`src/rtl/alu_exec_stage.sv`:
```
// ALU execute stage: combinational ALU, registered result/flags, architectural flag register.
// Define ALU_EXEC_SKID_EN for a one-entry input skid buffer (registered in_ready).
module alu_exec_alu #(
  parameter int SIZE = 16
) (
  input  logic [SIZE-1:0] a,
  input  logic [SIZE-1:0] b,
  input  logic [2:0]      op,
  output logic [SIZE-1:0] result,
  output logic            carry,
  output logic            ovf
);
  localparam logic [2:0] OP_ADD = 3'b000, OP_SUB = 3'b001, OP_AND = 3'b010,
                         OP_OR  = 3'b011, OP_XOR = 3'b100, OP_NOT = 3'b101,
                         OP_PSB = 3'b110;

  logic [SIZE-1:0] b_eff;
  logic [SIZE:0]   sum;
  logic            cin;

  always_comb begin
    cin    = (op == OP_SUB);
    b_eff  = cin ? ~b : b;
    sum    = {1'b0, a} + {1'b0, b_eff} + {{SIZE{1'b0}}, cin};
    carry  = sum[SIZE];
    ovf    = (a[SIZE-1] == b_eff[SIZE-1]) && (sum[SIZE-1] != a[SIZE-1]);
    result = '0;
    case (op)
      OP_ADD, OP_SUB: result = sum[SIZE-1:0];
      OP_AND:         result = a & b;
      OP_OR:          result = a | b;
      OP_XOR:         result = a ^ b;
      OP_NOT:         result = ~a;
      OP_PSB:         result = b;
      default:        result = '0;
    endcase
  end
endmodule

module alu_exec_stage #(
  parameter int SIZE = 16
) (
  input  logic            clk,
  input  logic            reset,
  input  logic            in_valid,
  output logic            in_ready,
  input  logic [SIZE-1:0] in_a,
  input  logic [SIZE-1:0] in_b,
  input  logic [2:0]      in_op,
  input  logic            in_flag_write,
  input  logic [3:0]      in_dest,
  output logic            out_valid,
  input  logic            out_ready,
  output logic [SIZE-1:0] out_result,
  output logic [3:0]      out_flags,
  output logic [3:0]      out_dest,
  output logic            out_err,
  output logic [3:0]      flags_q
);
  typedef struct packed {
    logic [SIZE-1:0] result;
    logic [3:0]      flags;
    logic [3:0]      dest;
    logic            err;
  } payload_t;

  logic [SIZE-1:0] alu_res;
  logic            alu_c, alu_v;
  logic            is_arith, is_err, accept, transfer_out, out_free;
  payload_t        new_p, out_q, out_d;
  logic            out_valid_q, out_valid_d;
  logic [3:0]      arch_flags_q, arch_flags_d;

  alu_exec_alu #(.SIZE(SIZE)) u_alu (
    .a(in_a), .b(in_b), .op(in_op), .result(alu_res), .carry(alu_c), .ovf(alu_v)
  );

  // Flags are resolved at acceptance so a skid-held op keeps the flags_q it saw then.
  always_comb begin
    is_arith     = (in_op == 3'b000) || (in_op == 3'b001);
    is_err       = (in_op == 3'b111);
    new_p.dest   = in_dest;
    new_p.err    = is_err;
    new_p.result = is_err ? '0 : alu_res;
    new_p.flags  = is_err ? arch_flags_q :
                   {alu_res[SIZE-1], (alu_res == '0),
                    is_arith ? alu_c : arch_flags_q[1],
                    is_arith ? alu_v : arch_flags_q[0]};
  end

  assign transfer_out = out_valid_q && out_ready;
  assign out_free     = !out_valid_q || out_ready;
  assign accept       = in_valid && in_ready;

`ifdef ALU_EXEC_SKID_EN
  payload_t skid_q, skid_d;
  logic     skid_valid_q, skid_valid_d;

  assign in_ready = !skid_valid_q && !reset;

  always_comb begin
    out_valid_d  = out_valid_q;
    out_d        = out_q;
    skid_valid_d = skid_valid_q;
    skid_d       = skid_q;
    if (skid_valid_q) begin
      if (out_free) begin
        out_d        = skid_q;
        out_valid_d  = 1'b1;
        skid_valid_d = 1'b0;
      end
    end else if (accept) begin
      if (out_free) begin
        out_d       = new_p;
        out_valid_d = 1'b1;
      end else begin
        skid_d       = new_p;
        skid_valid_d = 1'b1;
      end
    end else if (transfer_out) begin
      out_valid_d = 1'b0;
    end
  end

  always_ff @(posedge clk or posedge reset) begin
    if (reset) begin
      skid_valid_q <= 1'b0;
      skid_q       <= '0;
    end else begin
      skid_valid_q <= skid_valid_d;
      skid_q       <= skid_d;
    end
  end
`else
  assign in_ready = (!out_valid_q || out_ready) && !reset;

  always_comb begin
    out_valid_d = out_valid_q;
    out_d       = out_q;
    if (accept) begin
      out_d       = new_p;
      out_valid_d = 1'b1;
    end else if (transfer_out) begin
      out_valid_d = 1'b0;
    end
  end
`endif

  always_comb begin
    arch_flags_d = arch_flags_q;
    if (accept && in_flag_write && !is_err) arch_flags_d = new_p.flags;
  end

  always_ff @(posedge clk or posedge reset) begin
    if (reset) begin
      out_valid_q  <= 1'b0;
      out_q        <= '0;
      arch_flags_q <= 4'b0000;
    end else begin
      out_valid_q  <= out_valid_d;
      out_q        <= out_d;
      arch_flags_q <= arch_flags_d;
    end
  end

  assign out_valid  = out_valid_q;
  assign out_result = out_q.result;
  assign out_flags  = out_q.flags;
  assign out_dest   = out_q.dest;
  assign out_err    = out_q.err;
  assign flags_q    = arch_flags_q;
endmodule

```
`config.mk`:
```
export PLATFORM = sky130hd
export DESIGN_NAME = alu_exec_stage
export DESIGN_NICKNAME = d
export VERILOG_FILES = /design/src/rtl/alu_exec_stage.sv
export SDC_FILE = /design/constraint.sdc
export NUM_CORES = 1
export LEC_CHECK = 0
export ABC_AREA = 1
export ABC_CLOCK_PERIOD_IN_PS = 2100
export CAP_MARGIN = 0
export CORE_MARGIN = 2
export CORE_UTILIZATION = 45
export CTS_CLUSTER_SIZE = 30
export DETAILED_ROUTE_END_ITERATION = 7
export PLACE_DENSITY = 0.72
export SYNTH_ARGS = -nofsm -noshare
export SYNTH_HDL_FRONTEND = slang
export SYNTH_SLANG_ARGS = --single-unit
```
`constraint.sdc`:
```
create_clock -name clk -period 2.1 [get_ports clk]
set_input_delay 0.315 -clock clk [delete_from_list [all_inputs] [get_ports clk]]
set_output_delay 0.315 -clock clk [all_outputs]
set_load 0.02 [all_outputs]
```
; ---- Word level (Yosys, flattened, before mapping)
; Index checks and enable logic that the tools add are counted.
[totals]
reg_bits = 30
input_bits = 44
output_inout_bits = 31
wordCells = 45
[classes]
add_sub_neg = 2
eq_ne = 9
mux = 8
bitwise = 5
reduce_logical = 15
[ops]
columns = operator, count
row1 = case mux 16 bit (6 select lines), 1
row2 = two-way mux 16 bit, 2
row3 = inverter 16 bit, 2
row4 = adder 16 x 16 -> 17 bit, 1
row5 = adder 17 x 1 -> 17 bit, 1
row6 = AND 16 bit, 1
row7 = logical NOT 16 bit, 1
row8 = bitwise OR 16 bit, 1
row9 = XOR 16 bit, 1
row10 = "== test 3 bit, second input constant", 4
row11 = "== test 3 x 2 -> 1 bit, second input constant", 2
row12 = logical AND 1 bit, 6
row13 = two-way mux 1 bit, 4
row14 = two-way mux 4 bit, 1
row15 = "== test 3 x 1 -> 1 bit, second input constant", 1
row16 = logical NOT 1 bit, 3
row17 = logical NOT 3 bit, 1
row18 = logical OR 1 bit, 2
row19 = nonzero test 2 bit, 1
row20 = OR reduction 2 bit, 1
row21 = == test 1 bit, 1
row22 = inequality test 1 bit, 1

; ---- Logic depth before layout (Yosys ltp)
; Gate-level depths: netlist of run 1.
[depth]
depth_word = 8
ltp_mapped = 21
depth_no_buf = 20

; ---- Modules after synthesis
; A second synthesis of run 1 with hierarchy kept.
[hier_totals]
cells_unflattened = 500
area_unflattened_um2 = 3427.0
[by_module_without_submodules]
columns = module, n_inst, cells_per_inst, area_each_um2
row1 = alu_exec_alu, 1, 338, 2093.3
row2 = alu_exec_stage, 1, 162, 1333.8

; ---- Worst setup path before layout of run 1
; No wires, ideal clock.
[synth_path]
path_kind = input to register
start = in in_op[1]
end = reg arch_flags_q[2] (netlist: flags_q[2])
setup_time_ps = 71
t_arrival_ps = 2673
t_required_ps = 2029
path_slack_ps = -644
stages = 18
path_cell_list = buf_4 -> inv_2 -> nand3_4 -> buf_1 -> xor2_1 -> ha_1 -> nand2_1 -> nor2_1 -> nand2_1 -> nand3_1 -> nand3_1 -> a21oi_1 -> nor2_1 -> nor2_1 -> nand4_1 -> nor2_2 -> nor2_1 -> nor2_1
[synth_via]
elab_chain_cells = 7
[synth_rtl]
columns = item, line_no
row1 = start: declaration, 49  ; input logic [2:0] in_op,
row2 = == test 3 x 1 -> 1 bit, "22, 28"
row3 = two-way mux 16 bit, 23  ; b_eff = cin ? ~b : b;
row4 = adder 16 x 16 -> 17 bit, 24  ; sum = {1'b0, a} + {1'b0, b_eff} + {{SIZE{1'b0}}, cin};
row5 = adder 17 x 1 -> 17 bit, 24
row6 = case mux 16 bit (6 select lines), 28  ; case (op)
row7 = logical NOT 16 bit, 86  ; {alu_res[SIZE-1], (alu_res == '0),
row8 = two-way mux 4 bit, 85  ; new_p.flags = is_err ? arch_flags_q :
row9 = end signal: assignment, 162  ; arch_flags_q <= arch_flags_d;
row10 = end: declaration, 72  ; logic [3:0] arch_flags_q, arch_flags_d;
; Parallel ways exist; a longest one is shown, timed or not.
; A chain may end at the register's enable or synchronous reset.

; ---- Final worst setup path of run 1
[layout_path]
start = in in_op[1]
end = reg out_q (netlist bit out_flags[2])
[layout_via]
elab_chain_cells = 7
[layout_rtl]
columns = item, line_no
row1 = == test 3 x 1 -> 1 bit, "22, 28"
row2 = two-way mux 16 bit, 23
row3 = adder 16 x 16 -> 17 bit, 24
row4 = adder 17 x 1 -> 17 bit, 24
row5 = case mux 16 bit (6 select lines), 28
row6 = logical NOT 16 bit, 86
row7 = two-way mux 4 bit *, 85
row8 = end signal: assignment, 161  ; out_q <= out_d;
row9 = end: declaration, 70  ; payload_t new_p, out_q, out_d;
; Mark *: on every way between the ends. The rest lies on a longest branch, timed or not.

==> results of run 1 <==
[synth_stat cells, drive strengths merged, types with 4 or more instances]
cell type	instances
nor2	54
o22ai	6
o21ai	27
inv	89
ha	50
dfrtp	30
a211oi	4
xor2	16
nand2	165
nand4	12
nand3	41
nor3	4
a21oi	22
buf	8
clkbuf	5
[through the flow]
stage,TNS [ns],instances,hold slack [ns],worst slack [ns],utilization [%]
3_3_place_gp,-17.00,835,0.4616,-1.008,69.11
5_1_grt,-4.640,867,0.4773,-0.4469,79.57
2_1_floorplan,-2.914,553,0.4058,-0.3828,-
3_5_place_dp,-18.39,835,0.4638,-1.103,69.11
4_1_cts,-3.016,860,0.4478,-0.3596,74.53
6_report,-2.678,867,0.4394,-0.3496,79.57
[flip-flops by register name, indices dropped and copies added (netlist names)]
register    count
out_err         1
out_dest        4
out_result     16
flags_q         4
out_valid       1
out_flags       4
[placed cells by master, fill, tap and decap left out, types with 13 or more instances in the layout]
master | synthesis | routed
nor2_1 | 50 | 38
nand2_2 | 5 | 37
ha_1 | 50 | 39
dfrtp_1 | 30 | 30
nand3_2 | 3 | 13
inv_2 | 4 | 20
clkdlybuf4s50_1 | 0 | 56
inv_1 | 84 | 67
nand3_1 | 37 | 26
nand2_1 | 160 | 126
buf_4 | 2 | 135
[kinds of logic after synthesis]
group,after synthesis
flops,30
fa+ha+maj,51
simple gates,280
compound gates,73
xor+xnor,17
buf+inv,102
[layout make-up]
| class | instances | share of cell area (%) |
|---|---|---|
| clock buffers | 7 | 1.404 |
| clock inverters | 1 | 0.08140 |
| inverters | 89 | 5.678 |
| multi-input cells | 422 | 48.17 |
| flip-flops and latches | 30 | 12.21 |
| well taps | 102 | 2.076 |
| repair buffers | 216 | 30.38 |
[worst paths after layout]
check	start	end	slack [ns]	cells past startpoint
worst max-delay path	in_op[1]	out_flags[2]	-0.35	17
worst min-delay path	reset	out_result[7]	0.44	3
worst max register to register	out_valid	out_result[5]	0.64	6
worst min register to register	out_dest[1]	out_dest[1]	0.48	2
max in group asynchronous	reset	out_result[4]	1.38	3
min in group clk	out_dest[1]	out_dest[1]	0.48	2
[timing repair]
item,4_1_cts,5_1_grt
endpoints found under the setup margin,23,20
gates cloned,2,0
hold buffers,0,0
pin swaps,53,63
buffers inserted,16,13
resized for setup,95,83
[tightest hold or removal path: stages]
cell and delay (ns):
clkdlybuf4s50_1 0.41, inv_1 0.06, buf_4 0.35
[power by group]
part           switching [W]  total, W  internal [W]
Combinational       0.000988   0.00190      0.000907
Clock               0.000215  0.000479      0.000264
Sequential         0.0000701  0.000764      0.000694
[routing by layer]
layer	GRT usage, %	vias to the layer above	wire length (um)
met3	3.707	22	632
met5	0	-	0
met4	7.108	0	321
met1	35.50	2071	5316
li1	-	2190	-
met2	52.94	120	6766
==> key figures, run 1 <==
Detailed routing
  – Routed Antenna Nets: 0
  – Initial DRC count: 182
  – Routed len/inst: 15.04 um
  – Vias: 4,403
  – DRT Pass-1 Iters: 4
  – Via/cell ratio: 5.078
  – DRT Wirelength: 13,040 um
  – Drt drc: 0

Setup path
  – Buf/Inv on CP: 4
  – Crit-path cells: buf_8 > inv_4 > nand3_4 > buf_12 > xor2_1 > ha_1 > nand2_2 > nor2_4 > buf_4 > nand3_4 > a21oi_2 > nor2_1 > nor2_1 > nand4_1 > nor2_2 > nor2_1 > nor2_1
  – CP dominant cell by count: nor2_1
  – Max stage delay on crit path: 0.37 ns
  – CP Max Fanout: 6
  – WP data arrival: 2.66 ns
  – Highest-delay cell along the critical path: ha_1
  – Setup CP Type: in2reg
  – Startpoint type of the worst setup path: input port
  – Crit end category: flip-flop
  – Req. time, crit path: 2.31 ns
  – Top delay family on crit path: simple AND/OR/NAND/NOR gates

Synthesis
  – Asr flop ratio synth: 100.0%
  – Post-synth top area cell: dfrtp_1
  – Syn Inst Count: 553
  – Compound-Gate Fraction of Synth Area: 12.14%
  – Mux cell area share after synthesis: 0%
  – Share of Yosys cell area claimed by the top area cell type: 20.87%
  – Avg Cell Area, Syn: 6.505 um^2
  – Synth Area in XOR/XNOR: 4.139%
  – Warnings from Yosys: 0
  – Synth Register Bits: 30
  – Main synth FF type: dfrtp_1
  – Syn nets: 648
  – Top cells by area, synth: dfrtp_1 21%, ha_1 17%, nand2_1 17%, inv_1 8.8%, nor2_1 5.2%
  – Largest family of logic cells by synthesized area: simple AND/OR/NAND/NOR gates
  – Adder and majority gate portion of the synthesized area: 17.95%
  – Number of synthesized flops with an enable pin: 0
  – Seq/Total Area, Yosys: 20.87%
  – Post-Synth Simple-Gate Area: 33.32%
  – Post-synth cell types: 40
  – Synth Cell Area: 3597 um^2

Cells and area
  – Multi-input logic area: 2962 um^2
  – Fill cells: 574
  – FF+latch area: 750.7 um^2
  – Layout area overhead: 70.92%
  – Ant diodes: 0
  – Final instance area: 6148 um^2
  – Nets: 859
  – Share of cells above drive strength 1: 38.43%

Timing
  – Setup violators final: 14
  – RSZ-0062 raised after global routing: true
  – Period utilization: 116.6%
  – Worst-Margin Slew: 0.3874 ns
  – Minimum clock period: 2.450 ns
  – Max Clk Rate: 408.2 MHz
  – Worst slew margin: 74.17%
  – Final WS setup: -0.3496 ns
  – Final Skew: 0.003945 ns
  – Slew Limit Fails: 0
  – Final hold viol count: 0

Clock network
  – CTS H-tree lvls: 2
  – CTS tree: done
  – CTS root buf: clkbuf_8
  – Num CTS Buffers: 5
  – Max Root-Sink Buffers: 2
  – Worst-skew pair later-pin latency: 0.28 ns
  – TritonCTS Sinks: 30
  – Clk slew on worst S/H paths: 0.07 ns

Status
  – Status: finished with violations
  – Failing checks: negative setup slack

Pwr
  – Max VDD drop: 0.4704 mV
  – Final total power: 0.003138 W
  – Cell Pwr Density: 510.4 nW/um^2
  – Leak: 3.153 nW

Run
  – Max-Cap Viols: 0

Placed design
  – I/O Buffers: 74
  – Dpl cell area: 5340 um^2
  – Placer congestion estimate: 0.9317
  – Post-DP HPWL: 9811 um

GRT
  – Remaining Overflow, GRT: 0
  – Number of global-route vias before repair: 4,309
  – Total track usage: 28.85%
  – Global-route wire length before repair: 20,120 um
  – Largest net degree at the start of global routing: 31
  – Initial antenna violation count: 0

Floorplan
  – I/O pins: 75
  – Chip width: 93.41 um
  – Core Box Area: 7727 um^2
  – Die Span Y: 93.41 um
  – Initial Utilization: 46.55%
  – Die area: 8724 um^2
  – FP Rows: 32

Hold path
  – Worst Hold Class: in2async
No activity file was read; power rests on OpenSTA's default activity.
==> run 2, diff against run 1 <==
CTS_CLUSTER_SIZE = 28   (was 30)
==> results of run 2 <==
Same layout as run 1: the final DEF is identical, and so are final timing and power.
==> run 3, diff against run 2 <==
CORE_MARGIN = 5   (was 2)
==> run 3 against run 2 <==
Net effect:
- the run still ends with negative setup slack left
- clock skew about the same
- critical path depth increased by 1
- worst setup slack better by 0.063 ns
- worst hold slack better by 0.012 ns
- non-clock buffer count is 10 higher
- maximum frequency rose by 2.6%
- largest power group unchanged
==> key figures, run 3 (synthesis results as in run 1) <==
Setup path
  – Top delay family on crit path: simple AND/OR/NAND/NOR gates
  – Crit-path cells: buf_8 > inv_8 > nand3_4 > buf_12 > xor2_1 > ha_1 > nand2_1 > inv_1 > a21oi_2 > buf_4 > nand3_1 > nand3_2 > nand4_1 > nor2_1 > nand4_1 > nor2_2 > nor2_1 > nor2_1
  – Highest-delay cell along the critical path: ha_1
  – Crit end category: flip-flop
  – Buf/Inv on CP: 5
  – CP Max Fanout: 8
  – Startpoint type of the worst setup path: input port
  – CP dominant cell by count: nor2_1
  – Setup CP Type: in2reg
  – Max stage delay on crit path: 0.32 ns
  – Req. time, crit path: 2.32 ns
  – WP data arrival: 2.60 ns

Timing
  – Setup TNS: -2.184 ns
  – Final hold viol count: 0
  – Slew Limit Fails: 0
  – RSZ-0062 raised after global routing: true
  – Period utilization: 113.7%
  – Worst slew margin: 70.88%
  – Final Skew: 0.003683 ns
  – Final WS setup: -0.2870 ns
  – Worst hold slack: 0.4509 ns
  – Max Clk Rate: 418.9 MHz
  – Minimum clock period: 2.387 ns
  – Worst-Margin Slew: 0.4342 ns
  – Setup violators final: 16

Cells and area
  – Layout Utilization: 79.54%
  – Non-filler cells, final: 877
  – Ant diodes: 0
  – Share of cells above drive strength 1: 38.84%
  – Commonest non-fill, non-tap cell in the layout: buf_4
  – Layout area overhead: 71.76%
  – Nets: 869
  – Flip-flop count of the largest register after layout: 16
  – Most frequent cells in the layout: 140 x buf_4, 127 x nand2_1, 70 x inv_1, 56 x clkdlybuf4s50_1, 44 x ha_1

Detailed routing
  – DRT Wirelength: 13,540 um
  – Initial DRC count: 188
  – DRT Pass-1 Iters: 5
  – Drt drc: 0
  – Routed len/inst: 15.43 um
  – Via/cell ratio: 5.236
  – Vias: 4,592
  – Routed Antenna Nets: 0

Floorplan
  – Core Box Area: 7767 um^2
  – FP Rows: 32
  – Chip width: 99.41 um
  – Die area: 9881 um^2
  – I/O pins: 75
  – Initial Utilization: 46.31%
  – Die Span Y: 99.41 um

Clock network
  – CTS tree: done
  – CTS H-tree lvls: 2
  – Hold Buf Count CTS: 0
  – CTS root buf: clkbuf_8
  – Clk slew on worst S/H paths: 0.07 ns
  – Worst-skew pair later-pin latency: 0.29 ns
  – TritonCTS Sinks: 30
  – Max Root-Sink Buffers: 2
  – Num CTS Buffers: 5

Placed design
  – I/O Buffers: 74
  – Post-Place Cells: 838
  – Setup WS pre-CTS: -1.077 ns
  – Placer congestion estimate: 0.9635
  – Post-DP HPWL: 10,080 um

Status
  – Status: finished with violations
  – Failing checks: negative setup slack

GRT
  – Global-route wire length before repair: 20,840 um
  – Initial antenna violation count: 0
  – Remaining Overflow, GRT: 0
  – Number of global-route vias before repair: 4,615
  – Largest net degree at the start of global routing: 31
  – Total track usage: 25.71%

Pwr
  – Cell Pwr Density: 516.2 nW/um^2
  – Leak: 3.188 nW
  – Max VDD drop: 0.5544 mV

Hold path
  – Worst Hold Class: in2async

Run
  – Max-Cap Viols: 0
==> run 3: cell types whose count changed in the layout (fill, tap and decap cells not counted), moves of 4 or more <==
cell	delta
buf_4	+5
buf_6	+5
ha_1	+5
ha_4	-5
nor2_1	-4
nor2_2	+4
==> run 3: routing by layer <==
layer	share of wire, %	GRT usage (%)	vias to the layer above
li1	-	-	2213
met1	40	29.99	2162
met2	51	46.44	159
met3	4.9	4.348	58
met4	4.5	10.40	0
met5	0	0	-
==> run 3: through the flow <==
step	total power, W	cell area (um^2)
after floorplan	0.001556	3661
after global placement	0.002308	5350
after detailed placement	0.002346	5350
after CTS	0.002985	5773
after global routing	0.003376	6178
final	0.003189	6178
==> run 3: cell type report <==
type	instances	area, um^2
multi-input cells	422	2929
repair buffers	226	1933
fillers	551	1589
flip-flops and latches	30	750.7
inverters	89	346.6
well taps	102	127.6
clock buffers	7	86.33
clock inverters	1	5.005
==> run 3: worst reg2reg max path: cells and delay by family (launching register included) <==
kind | cells | cell delay [ns]
compound gates | 1 | 0.21
buf+inv | 2 | 0.56
flops | 1 | 0.40
simple gates | 3 | 0.26
==> run 3: final timing paths <==
| check | cells past startpoint | slack, ns | endpoint | start |
|---|---|---|---|---|
| worst max-delay path | 18 | -0.29 | flags_q[2] | in_op[2] |
| worst min-delay path | 3 | 0.45 | out_result[7] | reset |
| worst max register to register | 6 | 0.62 | out_result[2] | out_valid |
| worst min register to register | 2 | 0.48 | out_result[7] | out_result[7] |
| max in group asynchronous | 3 | 1.37 | out_dest[0] | reset |
| min in group clk | 2 | 0.48 | out_result[7] | out_result[7] |
==> run 3: power by group <==
part	internal (W)	switching [W]	leakage, nW	total [W]
logic	0.000922	0.00101	2.77	0.00193
registers	0.000694	0.0000699	0.371	0.000764
clock network	0.000264	0.000228	0.0482	0.000492
==> run 3: what timing repair did <==
action / 4_1_cts / 5_1_grt
gates resized for setup: 97 / 80
cloned: 1 / 0
buffers inserted: 20 / 14
endpoints found under the setup margin: 23 / 19
pin swaps: 60 / 62
